File: src/rtl/jk_bank_counter.sv
// WIDTH-bit bank of JK-style storage elements with per-bit JK/T/D/SR modes,
// whole-bank up/down counting built as a synchronous JK chain, and a serial shift.
module jk_bank_counter #(
  parameter int unsigned WIDTH     = 8,
  parameter logic [31:0] RESET_VAL = 32'd0
) (
  input  logic             clk,
  input  logic             reset,
  input  logic             en,
  input  logic [2:0]       mode,
  input  logic [WIDTH-1:0] j,
  input  logic [WIDTH-1:0] k,
  input  logic             up,
  output logic [WIDTH-1:0] q,
  output logic [WIDTH-1:0] qnot,
  output logic             tc,
  output logic             sr_err
);

  localparam logic [2:0] ModeHold  = 3'd0;
  localparam logic [2:0] ModeJk    = 3'd1;
  localparam logic [2:0] ModeT     = 3'd2;
  localparam logic [2:0] ModeD     = 3'd3;
  localparam logic [2:0] ModeSr    = 3'd4;
  localparam logic [2:0] ModeCount = 3'd5;
  localparam logic [2:0] ModeShift = 3'd6;
  localparam logic [2:0] ModeClear = 3'd7;

  localparam logic [WIDTH-1:0] RstVal = RESET_VAL[WIDTH-1:0];

  logic [WIDTH-1:0] r_q;
  logic             r_sr_err;
  logic [WIDTH-1:0] w_q_d;
  logic             w_sr_err_d;
  logic [WIDTH-1:0] w_cnt_toggle;
  logic             w_carry;

  // Ripple-free toggle enables: bit i toggles when every lower bit is 1 (up) or 0 (down).
  always_comb begin
    w_cnt_toggle = '0;
    w_carry      = 1'b1;
    for (int i = 0; i < WIDTH; i++) begin
      w_cnt_toggle[i] = w_carry;
      w_carry         = w_carry & (up ? r_q[i] : ~r_q[i]);
    end
  end

  always_comb begin
    w_q_d      = r_q;
    w_sr_err_d = 1'b0;
    if (en) begin
      unique case (mode)
        ModeHold: w_q_d = r_q;
        ModeJk: begin
          for (int i = 0; i < WIDTH; i++) begin
            unique case ({j[i], k[i]})
              2'b00:   w_q_d[i] = r_q[i];
              2'b01:   w_q_d[i] = 1'b0;
              2'b10:   w_q_d[i] = 1'b1;
              default: w_q_d[i] = ~r_q[i];
            endcase
          end
        end
        ModeT: w_q_d = r_q ^ j;
        ModeD: w_q_d = j;
        ModeSr: begin
          // S=R=1 leaves the bit alone but is flagged as a usage error.
          w_q_d      = (r_q | (j & ~k)) & ~(k & ~j);
          w_sr_err_d = |(j & k);
        end
        ModeCount: w_q_d = r_q ^ w_cnt_toggle;
        ModeShift: w_q_d = {r_q[WIDTH-2:0], j[0]};
        ModeClear: w_q_d = RstVal;
        default:   w_q_d = r_q;
      endcase
    end
  end

  always_ff @(posedge clk) begin
    if (reset) begin
      r_q      <= RstVal;
      r_sr_err <= 1'b0;
    end else begin
      r_q      <= w_q_d;
      r_sr_err <= w_sr_err_d;
    end
  end

  assign q      = r_q;
  assign qnot   = ~r_q;
  assign sr_err = r_sr_err;
  assign tc     = en & (mode == ModeCount) & (up ? (&r_q) : ~(|r_q));

endmodule

File: config.mk
export PLATFORM = sky130hd
export DESIGN_NAME = jk_bank_counter
export DESIGN_NICKNAME = d
export VERILOG_FILES = /design/src/rtl/jk_bank_counter.sv
export SDC_FILE = /design/constraint.sdc
export NUM_CORES = 1
export LEC_CHECK = 0
export CELL_PAD_IN_SITES_DETAIL_PLACEMENT = 0
export CELL_PAD_IN_SITES_GLOBAL_PLACEMENT = 1
export CORE_ASPECT_RATIO = 1.2
export CORE_MARGIN = 3
export CORE_UTILIZATION = 36
export DETAILED_ROUTE_END_ITERATION = 8
export PLACE_DENSITY = 0.88
export SYNTH_ARGS = -nofsm -noshare
export SYNTH_HDL_FRONTEND = slang
export SYNTH_SLANG_ARGS = --single-unit
File: constraint.sdc
create_clock -name clk -period 2.1 [get_ports clk]
set_input_delay 0.315 -clock clk [delete_from_list [all_inputs] [get_ports clk]]
set_output_delay 0.315 -clock clk [all_outputs]
set_load 0.02 [all_outputs]
Word-level counts from Yosys, hierarchy flattened
Index checks and enable logic that the tools add are counted.
{"block": "word_totals", "ff_bits": 9, "input_bits": 23, "output_inout_bits": 18, "elab_cells": 109}
{"block": "op_classes", "n_eq_ne": 31, "muxes": 17, "n_bitwise": 31, "reduce_logical": 21}
{"op": "8-bit one-hot mux with 7 select lines", "n": 1}
{"op": "8-bit AND", "n": 4}
{"op": "8-bit inverter", "n": 4}
{"op": "1-bit one-hot mux with 3 select lines", "n": 8}
{"op": "3-bit AND reduction", "n": 8}
{"op": "2-bit by 1-bit == test with 1-bit output, second input constant", "n": 8}
{"op": "2-bit == test, second input constant", "n": 8}
{"op": "2-bit logical NOT", "n": 8}
{"op": "2-bit inequality test, second input constant", "n": 8}
{"op": "8-bit OR reduction", "n": 2}
{"op": "8-bit XOR", "n": 2}
{"op": "3-bit == test, second input constant", "n": 4}
{"op": "1-bit inverter", "n": 12}
{"op": "1-bit AND", "n": 8}
{"op": "1-bit two-way mux", "n": 8}
{"op": "8-bit bitwise OR", "n": 1}
{"op": "8-bit AND reduction", "n": 1}
{"op": "3-bit by 2-bit == test with 1-bit output, second input constant", "n": 2}
{"op": "3-bit by 1-bit == test with 1-bit output, second input constant", "n": 1}
{"op": "3-bit logical NOT", "n": 1}
{"op": "3-bit OR reduction", "n": 1}

Depth between registers and ports, before layout
Gate-level depths: netlist (run 1).
{"block": "logic_depth", "word_depth": 10, "mapped_depth": 7, "mapped_depth_nobuf": 7}

Worst setup path before layout (run 1)
No wires, ideal clock.
{"block": "synth_timing", "path_kind": "register to output", "from": "register r_q[1] (netlist: q[1])", "to": "output port tc", "t_arrival_ns": 1.813, "t_required_ns": 1.785, "path_slack_ns": -0.028, "path_stages_with_launch": 6, "path_cell_list": "dfxtp_1 -> buf_6 -> or4_4 -> nor2_1 -> a41oi_1 -> nor3_1"}
{"block": "synth_between", "elab_chain_cells": 4, "elab_cells_between_ends": 5, "classes_between": "mux: 1; bitwise: 2; reduce/logical: 2"}
{"element": "start: declaration", "line": "31", "text": "logic [WIDTH-1:0] r_q;"}
{"element": "start signal: assignment", "line": "81", "text": "r_q <= RstVal;"}
{"element": "start signal: assignment", "line": "84", "text": "r_q <= w_q_d;"}
{"element": "8-bit OR reduction", "line": "92", "text": "assign tc = en & (mode == ModeCount) & (up ? (&r_q) : ~(|r_q));"}
{"element": "1-bit inverter", "line": "92"}
{"element": "1-bit two-way mux *", "line": "92"}
{"element": "1-bit AND *", "line": "92"}
{"element": "end: declaration", "line": "16", "text": "output logic tc,"}
Mark *: on every way between the ends. The rest lies on a longest branch, timed or not.

Worst setup path in the final report (run 1)
{"block": "layout_timing", "from": "register r_q[0] (netlist: q[0])", "to": "output port tc"}
Same word-level chain as after synthesis.

==> flow_summary_export.csv, run 1 <==
group,metric,value,unit
status,status,"completed",
power_and_ir_drop,power_density,369,nW/um2
drt,wl_per_cell,13.3,um
drt,drtPass1Iterations,4,
yosys,synth_area,1740,um2
yosys,synthFlopType,"dfxtp_1",
final_layout,nets,352,
global_route,grt_pass1_vias,1757,
sta,period_needed,2030,ps
floorplan,ios,41,
power_and_ir_drop,power.leakage,1.07,nW
placement,dp_hpwl,3.91,mm
sta,setup-tns-final,0,ps
yosys,seq_area_frac_synth,10.4,%
yosys,synth-async-reset-ratio,0,%
drt,highest_layer,"met4",
clocking,h-tree-depth,1,
clocking,cts_root_buffer,"clkbuf_8",
yosys,synth_most_common_cell,"ha_1",
sta,clock_skew,0.690,ps
clocking,cts_sinks,9,
yosys,synth_area_leaders,"ha_1 (23%), dfxtp_1 (10%), inv_1 (5.8%)",
drt,finalWirelength,4.72,mm
yosys,synth_enable_flop_cells,0,
drt,vias,1883,
floorplan,core.rowCount,27,
clocking,cts_tree,"yes",
sta,setup_viol,0,
worst_setup_path,crit_fanout,2,
drt,drt_iter0_markers,54,
floorplan,die_area,5700,um2
clocking,cts.reportedPaths.clkPinSlew,50,ps
worst_setup_path,startpoint_type,"register",
yosys,synth.avg_cell_area,7.42,um2
yosys,syn_inst,234,
final_layout,drive_above_1_share,17.6,%
placement,gp_congestion,0.840,
drt,wl_met2,2.34,mm
yosys,yosysWarnings,0,
worst_setup_path,critPathCaptureType,"output port",
sta,hold_violations,0,
sta,max_slew_margin,70.0,%
yosys,yosys-top-cells-count,"ha_1 (32), inv_1 (27), a21oi_1 (19)",
final_layout,diodes,0,
global_route,globalRouteOverflowTotal,0,
yosys,synth_top_area_cell,"ha_1",
drt,vias_per_cell,5.32,
floorplan,start_util,37.5,%
sta,drv_slew,0,
sta,fin_crit_sh,96.7,%
floorplan,core_area,4630,um2
placement,dpl_cell_area,2390,um2
yosys,syn-num-nets,289,
drt,wl_met1,2.14,mm
floorplan,die_w,69.4,um
drt,wl_met3,187,um
drt,drc_errors,0,
yosys,ys_ff_latch,9,
clocking,clock_latency,230,ps
hold_path,worst_hold_path_type,"reg -> reg",
power_and_ir_drop,peakVddDrop,0.000163,V
clocking,clock_path_buffers,2,
sta,clock.fmax,0.493,GHz
global_route,grt_pass1_wl,7.82,mm
yosys,synth_top_area_share,23.1,%
final_layout,area_delta_synth_final,41.2,%
sta,rsz0062_at_grt,"no",
global_route,grt_use_total,16.4,%
global_route,antenna_found_initial,0,
sta,worstMarginPinSlew,446,ps
placement,portBuffers,40,
drt,postRouteAntennaNets,0,
worst_setup_path,worstSetupPathType,"reg -> out",
clocking,cts_buffers,3,
global_route,grt_start_max_net_pins,21,
run,cap_violations,0,
floorplan,fp.dieH,82.1,um
worst_setup_path,required,1780,ps
worst_setup_path,worstPathArrival,1710,ps
yosys,synthDistinctLibCells,48,
final_layout,fin_area,2450,um2
[through the flow]
step | hold slack, ps | power, W | utilization, % | setup WS (ps) | instances
after CTS | 615 | 0.000909 | 53.0 | 57.2 | 354
after floorplan | 384 | 0.000486 | - | 121 | 234
after global placement | 580 | 0.000690 | 51.7 | -447 | 350
after global routing | 660 | 0.000969 | 53.0 | 11.0 | 354
after detailed placement | 606 | 0.000698 | 51.7 | -479 | 350
final | 603 | 0.000905 | 53.0 | 70.3 | 354
[path summary, 6_finish.rpt]
| check | cells past startpoint | to | slack [ps] | startpoint |
|---|---|---|---|---|
| setup reg to reg | 6 | q[7]$_SDFFE_PP0P_ | 160 | q[0]$_SDFFE_PP0P_ |
| hold / removal | 2 | q[4]$_SDFFE_PP0P_ | 600 | q[3]$_SDFFE_PP0P_ |
| setup / recovery | 5 | tc | 70 | q[0]$_SDFFE_PP0P_ |
| hold reg to reg | 2 | q[4]$_SDFFE_PP0P_ | 600 | q[3]$_SDFFE_PP0P_ |
[flip-flops by register name, summed over array words and instances, names as in the netlist]
| register | flops |
|---|---|
| sr_err | 1 |
| q | 8 |
[power by group]
| part | switching [W] | leakage (nW) | internal, W | total (W) |
|---|---|---|---|---|
| Clock | 0.0000716 | 0.0228 | 0.000133 | 0.000204 |
| Sequential | 0.0000128 | 0.0742 | 0.000185 | 0.000198 |
| Combinational | 0.000253 | 0.975 | 0.000250 | 0.000502 |
[area by class of cell]
| type | count | area (um2) |
|---|---|---|
| Fill cell | 460 | 2180 |
| Multi-Input combinational cell | 181 | 1400 |
| Timing Repair Buffer | 74 | 652 |
| Sequential cell | 9 | 180 |
| Inverter | 28 | 105 |
| Tap cell | 58 | 72.6 |
| Clock buffer | 4 | 45.0 |
[layout by cell type (no fill, tap or decap), types with 2 or more instances in the layout]
cell type / count
xnor2_1: 9
clkbuf_8: 3
nand3_1: 5
a32oi_1: 4
o211ai_1: 5
nand2b_1: 16
nor2b_1: 8
a21oi_1: 19
nor3_1: 6
nand2_1: 4
ha_1: 32
o22ai_1: 2
and3_1: 2
nor2_1: 11
nor3b_1: 2
dfxtp_1: 9
nor4_1: 3
buf_4: 35
a211oi_1: 2
clkdlybuf4s50_1: 38
o21ba_2: 4
o21ai_0: 16
or2_2: 2
inv_1: 27
a221oi_1: 4
[worst max-delay path: stages, from the launching register on]
cell,delay (ps)
dfxtp_1,310
or4_4,550
nor2_4,120
a41oi_2,130
nor3_2,200
buf_4,170
[timing repair]
| action | in CTS | in global routing |
|---|---|---|
| pin swaps | 2 | 0 |
| setup endpoints to repair | 1 | 1 |
| hold endpoints to repair | 0 | 0 |
| hold buffers | 0 | 0 |
| gates resized for setup | 9 | 1 |
| buffers inserted | 0 | 0 |
[layer usage]
metal  vias to the layer above  global-route usage (%)
met4                         0                    4.30
met3                         6                    1.96
met5                         -                       0
met1                       886                    20.8
li1                        947                       -
met2                        44                    29.7
[kinds of logic after synthesis]
group                      synth area share (%)
and+or+nand+nor                            23.3
buffers and inverters                      10.4
DFF                                        10.4
AOI/OAI and AO/OA                          27.8
xor gates and xnor gates                   5.04
adders and majority gates                  23.1
(Power assumes the default switching activity.)
==> run 2: changes to the inputs <==
Settings changed: SLEW_MARGIN set to 15.
==> results of run 2 <==
Final layout, timing and power as in run 1 (identical DEF).
